$ cat config.mk
export PLATFORM = sky130hd
export DESIGN_NAME = avl_bus_n21
export DESIGN_NICKNAME = d
export VERILOG_FILES = /design/src/rtl/avl_bus_n21.sv
export SDC_FILE = /design/constraint.sdc
export NUM_CORES = 1
export LEC_CHECK = 0
export BUFFER_PORTS_ARGS = -buffer_cell sky130_fd_sc_hd__buf_2
export CAP_MARGIN = 20
export CORE_AREA = 8 8 215 217
export DETAILED_ROUTE_END_ITERATION = 7
export DIE_AREA = 0 0 223 225
export GPL_ROUTABILITY_DRIVEN = 0
export PLACE_DENSITY = 0.44
export SLEW_MARGIN = 20
export SYNTH_ARGS = -nofsm -noshare
export SYNTH_HDL_FRONTEND = slang
export SYNTH_SLANG_ARGS = --single-unit
$ cat constraint.sdc
create_clock -name clk -period 11.1 [get_ports clk]
set_input_delay 2.22 -clock clk [delete_from_list [all_inputs] [get_ports clk]]
set_output_delay 2.22 -clock clk [all_outputs]
set_load 0.01 [all_outputs]
$ cat src/rtl/avl_bus_n21.sv
// rtl/avl_bus_n21.sv - N-to-1 Avalon-style arbiter with burst lock and in-order read routing
// Optional macro AVL_BUS_N21_FIXED_PRIO_EN: lowest-index master wins instead of round-robin.
module avl_bus_n21 #(
  parameter int MASTER_NUM      = 4,
  parameter int RESP_FIFO_DEPTH = 4,
  parameter int BURST_WIDTH     = 8
) (
  input  logic                                   clk,
  input  logic                                   rest,
  input  logic [MASTER_NUM-1:0][31:0]            avl_in_address_i,
  input  logic [MASTER_NUM-1:0][3:0]             avl_in_byte_en_i,
  input  logic [MASTER_NUM-1:0]                  avl_in_read_i,
  input  logic [MASTER_NUM-1:0]                  avl_in_write_i,
  input  logic [MASTER_NUM-1:0][31:0]            avl_in_write_data_i,
  input  logic [MASTER_NUM-1:0]                  avl_in_begin_burst_transfer_i,
  input  logic [MASTER_NUM-1:0][BURST_WIDTH-1:0] avl_in_burst_count_i,
  output logic [MASTER_NUM-1:0]                  avl_in_request_ready_o,
  output logic [MASTER_NUM-1:0][31:0]            avl_in_read_data_o,
  output logic [MASTER_NUM-1:0]                  avl_in_read_data_valid_o,
  input  logic [MASTER_NUM-1:0]                  avl_in_resp_ready_i,
  output logic [31:0]                            avl_out_address_o,
  output logic [3:0]                             avl_out_byte_en_o,
  output logic                                   avl_out_read_o,
  output logic                                   avl_out_write_o,
  output logic [31:0]                            avl_out_write_data_o,
  output logic                                   avl_out_begin_burst_transfer_o,
  output logic [BURST_WIDTH-1:0]                 avl_out_burst_count_o,
  input  logic                                   avl_out_request_ready_i,
  input  logic [31:0]                            avl_out_read_data_i,
  input  logic                                   avl_out_read_data_valid_i,
  output logic                                   avl_out_resp_ready_o
);

  typedef enum logic {ST_OPEN, ST_LOCKED} lock_state_e;

  // Read data is broadcast; only the valid strobe is steered.
  always_comb begin
    for (int i = 0; i < MASTER_NUM; i++) avl_in_read_data_o[i] = avl_out_read_data_i;
  end

  if (MASTER_NUM == 1) begin : g_pass
    // Single master: wires straight through, nothing to arbitrate or route.
    always_comb begin
      avl_out_address_o              = avl_in_address_i[0];
      avl_out_byte_en_o              = avl_in_byte_en_i[0];
      avl_out_read_o                 = avl_in_read_i[0];
      avl_out_write_o                = avl_in_write_i[0];
      avl_out_write_data_o           = avl_in_write_data_i[0];
      avl_out_begin_burst_transfer_o = avl_in_begin_burst_transfer_i[0];
      avl_out_burst_count_o          = avl_in_burst_count_i[0];
      avl_in_request_ready_o[0]      = avl_out_request_ready_i & ~rest;
      avl_in_read_data_valid_o[0]    = avl_out_read_data_valid_i & ~rest;
      avl_out_resp_ready_o           = avl_in_resp_ready_i[0];
    end
  end else begin : g_arb
    localparam int IDW = $clog2(MASTER_NUM);
    localparam int PW  = $clog2(RESP_FIFO_DEPTH);

    lock_state_e            state_q, state_d;
    logic [IDW-1:0]         owner_q, owner_d;
    logic [BURST_WIDTH-1:0] wcnt_q, wcnt_d;

    logic [IDW-1:0]         fifo_id_q    [RESP_FIFO_DEPTH];
    logic [BURST_WIDTH-1:0] fifo_beats_q [RESP_FIFO_DEPTH];
    logic [PW-1:0]          wr_ptr_q, rd_ptr_q;
    logic [PW:0]            count_q;
    logic [BURST_WIDTH-1:0] rcnt_q;

    logic [MASTER_NUM-1:0]  req;
    logic                   sel_found;
    logic [IDW-1:0]         sel_id;
    logic                   gnt_valid;
    logic [IDW-1:0]         gnt_id;
    logic                   g_read, g_write, cmd_ready, rd_acc, wr_acc;
    logic                   fifo_empty, fifo_full, can_push, beat_done, pop;
    logic [IDW-1:0]         head_id;
    logic [BURST_WIDTH-1:0] head_beats, push_beats;

    assign req = avl_in_read_i | avl_in_write_i;

`ifdef AVL_BUS_N21_FIXED_PRIO_EN
    // Fixed priority: lowest requesting index wins.
    always_comb begin
      sel_found = 1'b0;
      sel_id    = '0;
      for (int k = 0; k < MASTER_NUM; k++) begin
        if (!sel_found && req[k]) begin
          sel_found = 1'b1;
          sel_id    = IDW'(k);
        end
      end
    end
`else
    // rr_ptr holds the first index to search, i.e. last_winner + 1.
    logic [IDW-1:0] rr_ptr_q, rr_ptr_d;
    logic [IDW:0]   rr_idx;

    // Round-robin search starting at rr_ptr, wrapping modulo MASTER_NUM.
    always_comb begin
      sel_found = 1'b0;
      sel_id    = '0;
      rr_idx    = '0;
      for (int k = 0; k < MASTER_NUM; k++) begin
        rr_idx = {1'b0, rr_ptr_q} + (IDW+1)'(k);
        if (rr_idx >= (IDW+1)'(MASTER_NUM)) rr_idx = rr_idx - (IDW+1)'(MASTER_NUM);
        if (!sel_found && req[rr_idx[IDW-1:0]]) begin
          sel_found = 1'b1;
          sel_id    = rr_idx[IDW-1:0];
        end
      end
    end

    // Pointer only advances on commands accepted outside a locked burst.
    always_comb begin
      rr_ptr_d = rr_ptr_q;
      if (state_q == ST_OPEN && (rd_acc || wr_acc))
        rr_ptr_d = (gnt_id == IDW'(MASTER_NUM - 1)) ? '0 : gnt_id + IDW'(1);
    end

    // Round-robin pointer register.
    always_ff @(posedge clk or posedge rest) begin
      if (rest) rr_ptr_q <= '0;
      else      rr_ptr_q <= rr_ptr_d;
    end
`endif

    // While locked only the owner's write beats are granted.
    always_comb begin
      if (state_q == ST_LOCKED) begin
        gnt_id    = owner_q;
        gnt_valid = avl_in_write_i[owner_q];
      end else begin
        gnt_id    = sel_id;
        gnt_valid = sel_found;
      end
    end

    assign head_id    = fifo_id_q[rd_ptr_q];
    assign head_beats = fifo_beats_q[rd_ptr_q];
    assign fifo_empty = (count_q == '0);
    assign fifo_full  = (count_q == (PW+1)'(RESP_FIFO_DEPTH));
    assign beat_done  = !fifo_empty && avl_out_read_data_valid_i && avl_in_resp_ready_i[head_id];
    assign pop        = beat_done && ((rcnt_q + BURST_WIDTH'(1)) == head_beats);
    // A full FIFO still takes a read in the cycle its head entry retires.
    assign can_push   = !fifo_full || pop;

    assign g_read     = gnt_valid && (state_q == ST_OPEN) && avl_in_read_i[gnt_id];
    assign g_write    = gnt_valid && avl_in_write_i[gnt_id];
    assign cmd_ready  = avl_out_request_ready_i && (!g_read || can_push);
    assign rd_acc     = g_read && cmd_ready;
    assign wr_acc     = g_write && cmd_ready;
    assign push_beats = (avl_in_burst_count_i[gnt_id] == '0) ? BURST_WIDTH'(1)
                                                             : avl_in_burst_count_i[gnt_id];

    // Command mux, ready steering and response valid steering.
    always_comb begin
      avl_out_address_o              = '0;
      avl_out_byte_en_o              = '0;
      avl_out_read_o                 = 1'b0;
      avl_out_write_o                = 1'b0;
      avl_out_write_data_o           = '0;
      avl_out_begin_burst_transfer_o = 1'b0;
      avl_out_burst_count_o          = '0;
      avl_in_request_ready_o         = '0;
      avl_in_read_data_valid_o       = '0;
      avl_out_resp_ready_o           = 1'b0;
      if (gnt_valid) begin
        avl_out_address_o              = avl_in_address_i[gnt_id];
        avl_out_byte_en_o              = avl_in_byte_en_i[gnt_id];
        avl_out_read_o                 = g_read && can_push;
        avl_out_write_o                = g_write;
        avl_out_write_data_o           = avl_in_write_data_i[gnt_id];
        avl_out_begin_burst_transfer_o = avl_in_begin_burst_transfer_i[gnt_id];
        avl_out_burst_count_o          = avl_in_burst_count_i[gnt_id];
        if (!rest) avl_in_request_ready_o[gnt_id] = cmd_ready;
      end
      if (!fifo_empty) begin
        avl_out_resp_ready_o = avl_in_resp_ready_i[head_id];
        if (!rest) avl_in_read_data_valid_o[head_id] = avl_out_read_data_valid_i;
      end
    end

    // Burst lock next state: a multi-beat write holds the grant until its last beat.
    always_comb begin
      state_d = state_q;
      owner_d = owner_q;
      wcnt_d  = wcnt_q;
      case (state_q)
        ST_OPEN: begin
          if (wr_acc && avl_in_begin_burst_transfer_i[gnt_id] &&
              avl_in_burst_count_i[gnt_id] > BURST_WIDTH'(1)) begin
            state_d = ST_LOCKED;
            owner_d = gnt_id;
            wcnt_d  = avl_in_burst_count_i[gnt_id] - BURST_WIDTH'(1);
          end
        end
        ST_LOCKED: begin
          if (wr_acc) begin
            wcnt_d = wcnt_q - BURST_WIDTH'(1);
            if (wcnt_q == BURST_WIDTH'(1)) state_d = ST_OPEN;
          end
        end
        default: state_d = ST_OPEN;
      endcase
    end

    // Burst lock registers.
    always_ff @(posedge clk or posedge rest) begin
      if (rest) begin
        state_q <= ST_OPEN;
        owner_q <= '0;
        wcnt_q  <= '0;
      end else begin
        state_q <= state_d;
        owner_q <= owner_d;
        wcnt_q  <= wcnt_d;
      end
    end

    // Response routing FIFO of {master id, beat count} plus head beat counter.
    always_ff @(posedge clk or posedge rest) begin
      if (rest) begin
        wr_ptr_q <= '0;
        rd_ptr_q <= '0;
        count_q  <= '0;
        rcnt_q   <= '0;
        for (int i = 0; i < RESP_FIFO_DEPTH; i++) begin
          fifo_id_q[i]    <= '0;
          fifo_beats_q[i] <= '0;
        end
      end else begin
        if (rd_acc) begin
          fifo_id_q[wr_ptr_q]    <= gnt_id;
          fifo_beats_q[wr_ptr_q] <= push_beats;
          wr_ptr_q               <= wr_ptr_q + PW'(1);
        end
        if (beat_done) rcnt_q <= pop ? '0 : rcnt_q + BURST_WIDTH'(1);
        if (pop) rd_ptr_q <= rd_ptr_q + PW'(1);
        case ({rd_acc, pop})
          2'b10:   count_q <= count_q + (PW+1)'(1);
          2'b01:   count_q <= count_q - (PW+1)'(1);
          default: count_q <= count_q;
        endcase
      end
    end
  end

endmodule
# After elaboration in Yosys (flattened, before gate mapping)
# Index checks and enable logic that the tools add are counted.
[totals]
reg_bits = 68
input_bits = 356
output_inout_bits = 216
elab_cells = 174
[op_classes]
add_sub_neg = 15
magnitude_cmp = 17
n_eq_ne = 8
muxes = 79
bitwise = 6
reduce_logical = 33
[op_table]
columns = ["op", "count"]
rows = [
  ["$bmux 32 s2", 2],
  ["$mux 32", 4],
  ["$mux 8", 9],
  ["$bmux 8 s2", 2],
  ["$bwmux 32", 1],
  ["$mux 2", 13],
  ["$mux 4", 6],
  ["$mux 1", 23],
  ["$lt 2x3->1 const B", 7],
  ["$logic_and 1x1->1", 19],
  ["$bmux 1 s2", 9],
  ["$demux 8 s2", 1],
  ["$pmux 8 s2", 1],
  ["$sub 8x1->8 const B", 2],
  ["$ge 3x3->1 const B", 5],
  ["$add 8x1->8 const B", 1],
  ["$and 4x4->4", 2],
  ["$bmux 4 s2", 1],
  ["$bwmux 8", 1],
  ["$eq 8x1->1 const B", 1],
  ["$eq 8x8->1", 1],
  ["$gt 8x1->1 const B", 1],
  ["$logic_not 8->1", 1],
  ["$sub 2x1->2 const B", 4],
  ["25 further kinds", 41],
]

# Longest topological paths before layout
[logic_depth]
depth_word = 26
ltp_mapped = 16
ltp_nobuf = 14

# Least setup slack after synthesis
# OpenSTA, ideal clock, no wires.
[synth_path]
path_kind = "input to output"
startpoint = "input port avl_in_read_i[3]"
endpoint = "output port avl_out_address_o[15]"
arrival_ps = 4524
required_time_ps = 8880
setup_slack_ps = 4356
path_stages = 10
n_path_buf = 3
path_cell_list = "or2_1 > o221ai_1 > a21bo_2 > nand2_2 > inv_2 > buf_2 > buf_2 > buf_2 > mux4_2 > and2_1"
[synth_via]
elab_chain_cells = 17
word_cells_on_any_way = 28
cone_classes = "mux: 21; bitwise: 1; reduce/logical: 6"
[synth_lines]
columns = ["element", "line_no", "source"]
rows = [
  ["start: declaration", "12", "input logic [MASTER_NUM-1:0] avl_in_read_i,"],
  ["$or 4x4->4 (*)", "79", "assign req = avl_in_read_i | avl_in_write_i;"],
  ["$bmux 1 s2", "106", "if (!sel_found && req[rr_idx[IDW-1:0]]) begin"],
  ["$mux 1 (implied by the code)", "106", ""],
  ["$mux 1", "106", ""],
  ["$logic_not 1->1", "106", ""],
  ["$logic_and 1x1->1", "106", ""],
  ["$mux 1", "106", ""],
  ["$logic_not 1->1", "106", ""],
  ["$logic_and 1x1->1", "106", ""],
  ["$mux 1", "106", ""],
  ["$logic_not 1->1", "106", ""],
  ["$logic_and 1x1->1", "106", ""],
  ["$mux 2", "106", ""],
  ["$mux 2", "129", "if (state_q == ST_LOCKED) begin"],
  ["$bmux 32 s2", "168", "avl_out_address_o = avl_in_address_i[gnt_id];"],
  ["$mux 32 (implied by the code)", "168", ""],
  ["$mux 32 (*)", "167", "if (gnt_valid) begin"],
  ["end: declaration", "21", "output logic [31:0] avl_out_address_o,"],
]
# Every way passes the cells marked *; elsewhere a longest branch is shown, timed or not. The select of a mux whose other input is x is not followed.

# Final worst setup path
[layout_path]
startpoint = "input port avl_in_read_i[3]"
endpoint = "output port avl_in_request_ready_o[1]"
[layout_via]
elab_chain_cells = 23
word_cells_on_any_way = 40
cone_classes = "order compare: 2; mux: 24; bitwise: 2; reduce/logical: 12"
[layout_lines]
columns = ["element", "line_no", "source"]
rows = [
  ["parallel branches: the longest is 22 deep, another holds $or 4x4->4", "n/a", ""],
  ["$mux 4 (*)", "167", ""],
  ["end: declaration", "17", "output logic [MASTER_NUM-1:0] avl_in_request_ready_o,"],
]
# Mark *: on every way between the ends. The select of a mux whose other input is x is not followed.

==> metrics.md <==
| Metric | Value |
|---|---|
| Die height | `225 µm` |
| Status | `completed` |
| Post-synth top area share | `22.30%` |
| Post-cts gate resize count | `0` |
| Routed WL | `47810 µm` |
| Asr flop ratio synth | `100.0%` |
| Net Count, Synth | `1169` |
| Logic gate share of total power | `75.2%` |
| Mean Syn Cell Area | `10.01 µm²` |
| Slowest CP cell | `nor2_1` |
| Clock power frac | `10.1%` |
| Number of CTS-inserted buffers | `9` |
| Via count | `7619` |
| Period Utilization, post-route | `74.30%` |
| Max Freq | `121.3 MHz` |
| Worst-path cell chain | `buf_2 > nor4_4 > nor2_1 > a21boi_2 > nor2_1 > clkinv_2 > a32o_1 > o311ai_2 > nor2_1 > and2_1 > buf_2` |
| Total gr overflow | `0` |
| Clk_skew | `0.01082 ns` |
| Delay-heaviest family, CP | `simple AND/OR/NAND/NOR gates` |
| Sequential Power Share | `14.7%` |
| Layout cells sized above 1 | `54.83%` |
| Worst min path class | `reg -> reg` |
| Max-slew headroom | `25.81%` |
| Routed vias/inst | `4.747` |
| Final ANT Viol Nets | `0` |
| Final slew viol count | `0` |
| Final hold vios | `0` |
| Drt first pass iters | `5` |
| Clock Latency Late Sink | `0.34 ns` |
| Synth area leader | `mux4_2` |
| Top_reg_cell synth | `dfrtp_1` |
| Power per cell area | `307.6 mW/mm²` |
| Buf/Inv on CP | `3` |
| WL per Instance | `29.79 µm` |
| Sequential area share after synthesis | `21.33%` |
| Port bufs | `411` |
| First-pass GRT wire length | `63770 µm` |
| FP Rows | `76` |
| Post-CTS Setup Bufs | `0` |
| Hpwl dp | `41100 µm` |
| Detailed router's first-iteration violation count | `559` |
| Final net count | `1424` |
| Lkg Pwr | `4.545 nW` |
| Total die area | `0.05018 mm²` |
| Starting Density | `18.69%` |
| Most common cell on crit path | `nor2_1` |
| Synthesized cell area | `0.007979 mm²` |
| DRC | `0` |
| Synth cell count leaders | `buf_4, and2_1, mux4_2` |
| Seq cells post-synth | `68` |
| Setup-failing EPs final | `0` |
| Critical Path RT | `8.88 ns` |
| Internal power | `1.513 mW` |
| Fin util | `23.32%` |
| Initial antenna violation count | `25` |
| Dpl cell area | `0.009635 mm²` |
| Crit path time final | `8.247 ns` |
| Pin count of the biggest net entering global routing | `80` |
| Core Area | `0.04270 mm²` |
| Pwr Total | `3.063 mW` |
| Io pins | `572` |
| Slew @ Worst Pin | `1.109 ns` |
| Reg clk slew, reported paths | `0.06 ns` |
| Critical Path AT | `6.03 ns` |
| Sw frac | `50.62%` |
| EDFF count, synth | `0` |
| Clock tree buffer depth | `2` |
| Peak supply drop | `0.0001344 V` |
| Clock root buffer | `clkbuf_16` |
| Crit path max fanout | `13` |
| Mapped Cells | `797` |
| Setup crit start kind | `primary input` |
| Fin Setup TNS | `0 ns` |
| Most common cell in the synthesized netlist | `buf_4` |
| Post-CTS Hold Fix Bufs | `0` |
| WS Path Type | `in -> out` |
| Psw | `1.551 mW` |
| Top cells by area, synth | `mux4_2, dfrtp_1, buf_4` |
| Ys Warns | `0` |
| H-tree depth | `3` |
| CTS tree | `yes` |
| Unrepaired setup endpoints after global routing | `no` |
| Vias in the first global route | `7786` |
| Synth-to-Final Area Change | `24.81%` |
| CP max stage delay | `0.89 ns` |
| Gr usage total | `18.03%` |
| Sink Count | `68` |
| Synth unique cells | `84` |
| Fin area | `0.009958 mm²` |
| Worst Setup End Kind | `output port` |
| Width of the chip | `223 µm` |
| Max Cap Viol | `0` |
| Worst hold margin | `0.4801 ns` |
## flip-flops by register name, summed over array words and instances (netlist names), 3 cells and up
name / cells
g_arb.fifo_beats_q: 32
g_arb.fifo_id_q: 8
g_arb.rcnt_q: 8
g_arb.wcnt_q: 8
g_arb.count_q: 3
## worst register-to-register path, cell delays in order (launching register included)
cell	delay, ns
dfrtp_1	0.32
buf_4	0.35
or2_2	0.20
o22ai_1	0.07
a21bo_2	0.35
nand2_2	0.32
inv_4	0.73
buf_4	0.49
mux2i_1	0.20
o22a_1	0.31
or2_0	0.41
nor3_4	0.36
mux2_1	0.36
## per-layer routing
| layer | vias to the layer above | part of all wire (%) | GRT usage [%] |
|---|---|---|---|
| li1 | 3311 | - | - |
| met1 | 3741 | 37 | 20.16 |
| met2 | 481 | 42 | 25.63 |
| met3 | 64 | 20 | 16.36 |
| met4 | 22 | 0.99 | 2.528 |
| met5 | - | 0.29 | 0.4883 |
## through the flow
stage / std cells / setup slack (ns)
finish: 1605 / 2.853
floorplan: 797 / 4.356
CTS: 1602 / 2.847
global route: 1603 / 2.655
detailed placement: 1587 / 2.873
global placement: 1587 / 2.991
## layout make-up
cell class,instances,area [µm²]
flip-flops and latches,68,1702
inverters,21,82.58
multi-input cells,531,5036
well taps,546,683.2
clock buffers,9,225.2
clock inverters,6,90.09
diodes,3,7.507
fillers,4692,32740
repair buffers,421,2132
## cell families (layout without fill, tap and decap cells)
| group | count (synthesis) | count (layout) | synth area share, % |
|---|---|---|---|
| muxes | 131 | 131 | 29.34 |
| DFF | 68 | 68 | 21.33 |
| and+or+nand+nor | 239 | 239 | 16.56 |
| buffers and inverters | 198 | 457 | 15.79 |
| adders and majority gates | 16 | 16 | 2.603 |
| AOI/OAI and AO/OA | 122 | 122 | 11.34 |
| other | 0 | 3 | 0 |
| xor gates and xnor gates | 23 | 23 | 3.042 |
## final timing paths
kind,slack (ns),end,cells after the start,start
hold / removal,0.48,g_arb.fifo_beats_q[30],2,g_arb.fifo_beats_q[30]
min in group asynchronous,1.91,g_arb.wcnt_q[3],2,rest
hold reg to reg,0.48,g_arb.fifo_beats_q[30],2,g_arb.fifo_beats_q[30]
max in group asynchronous,8.10,g_arb.fifo_id_q[5],3,rest
setup reg to reg,6.53,g_arb.owner_q[0],12,g_arb.state_q
setup / recovery,2.85,avl_in_request_ready_o[1],11,avl_in_read_i[3]
## power groups by stage
stage | Clock, mW | Combinational (mW) | Sequential (mW)
final | 0.309 | 2.30 | 0.451
after global routing | 0.324 | 2.51 | 0.470
after CTS | 0.318 | 2.34 | 0.451
after detailed placement | 0 | 2.32 | 0.455
after global placement | 0 | 2.32 | 0.451
after floorplan | 0 | 1.50 | 0.411
## cells in the final DEF, fill, tap and decap left out, drive strengths merged, types with 6 or more instances in the layout
master / n
and2: 84
inv: 20
nand2: 50
nor4: 9
nand3: 13
clkbuf: 9
a31oi: 8
a21oi: 10
dfrtp: 68
nor2: 41
xor2: 8
buf: 421
mux2i: 22
and3: 6
or2: 8
xnor2: 12
o21ai: 37
ha: 15
mux2: 30
nor3: 7
mux4: 79
Note: power is estimated with default switching activity, not from simulation.
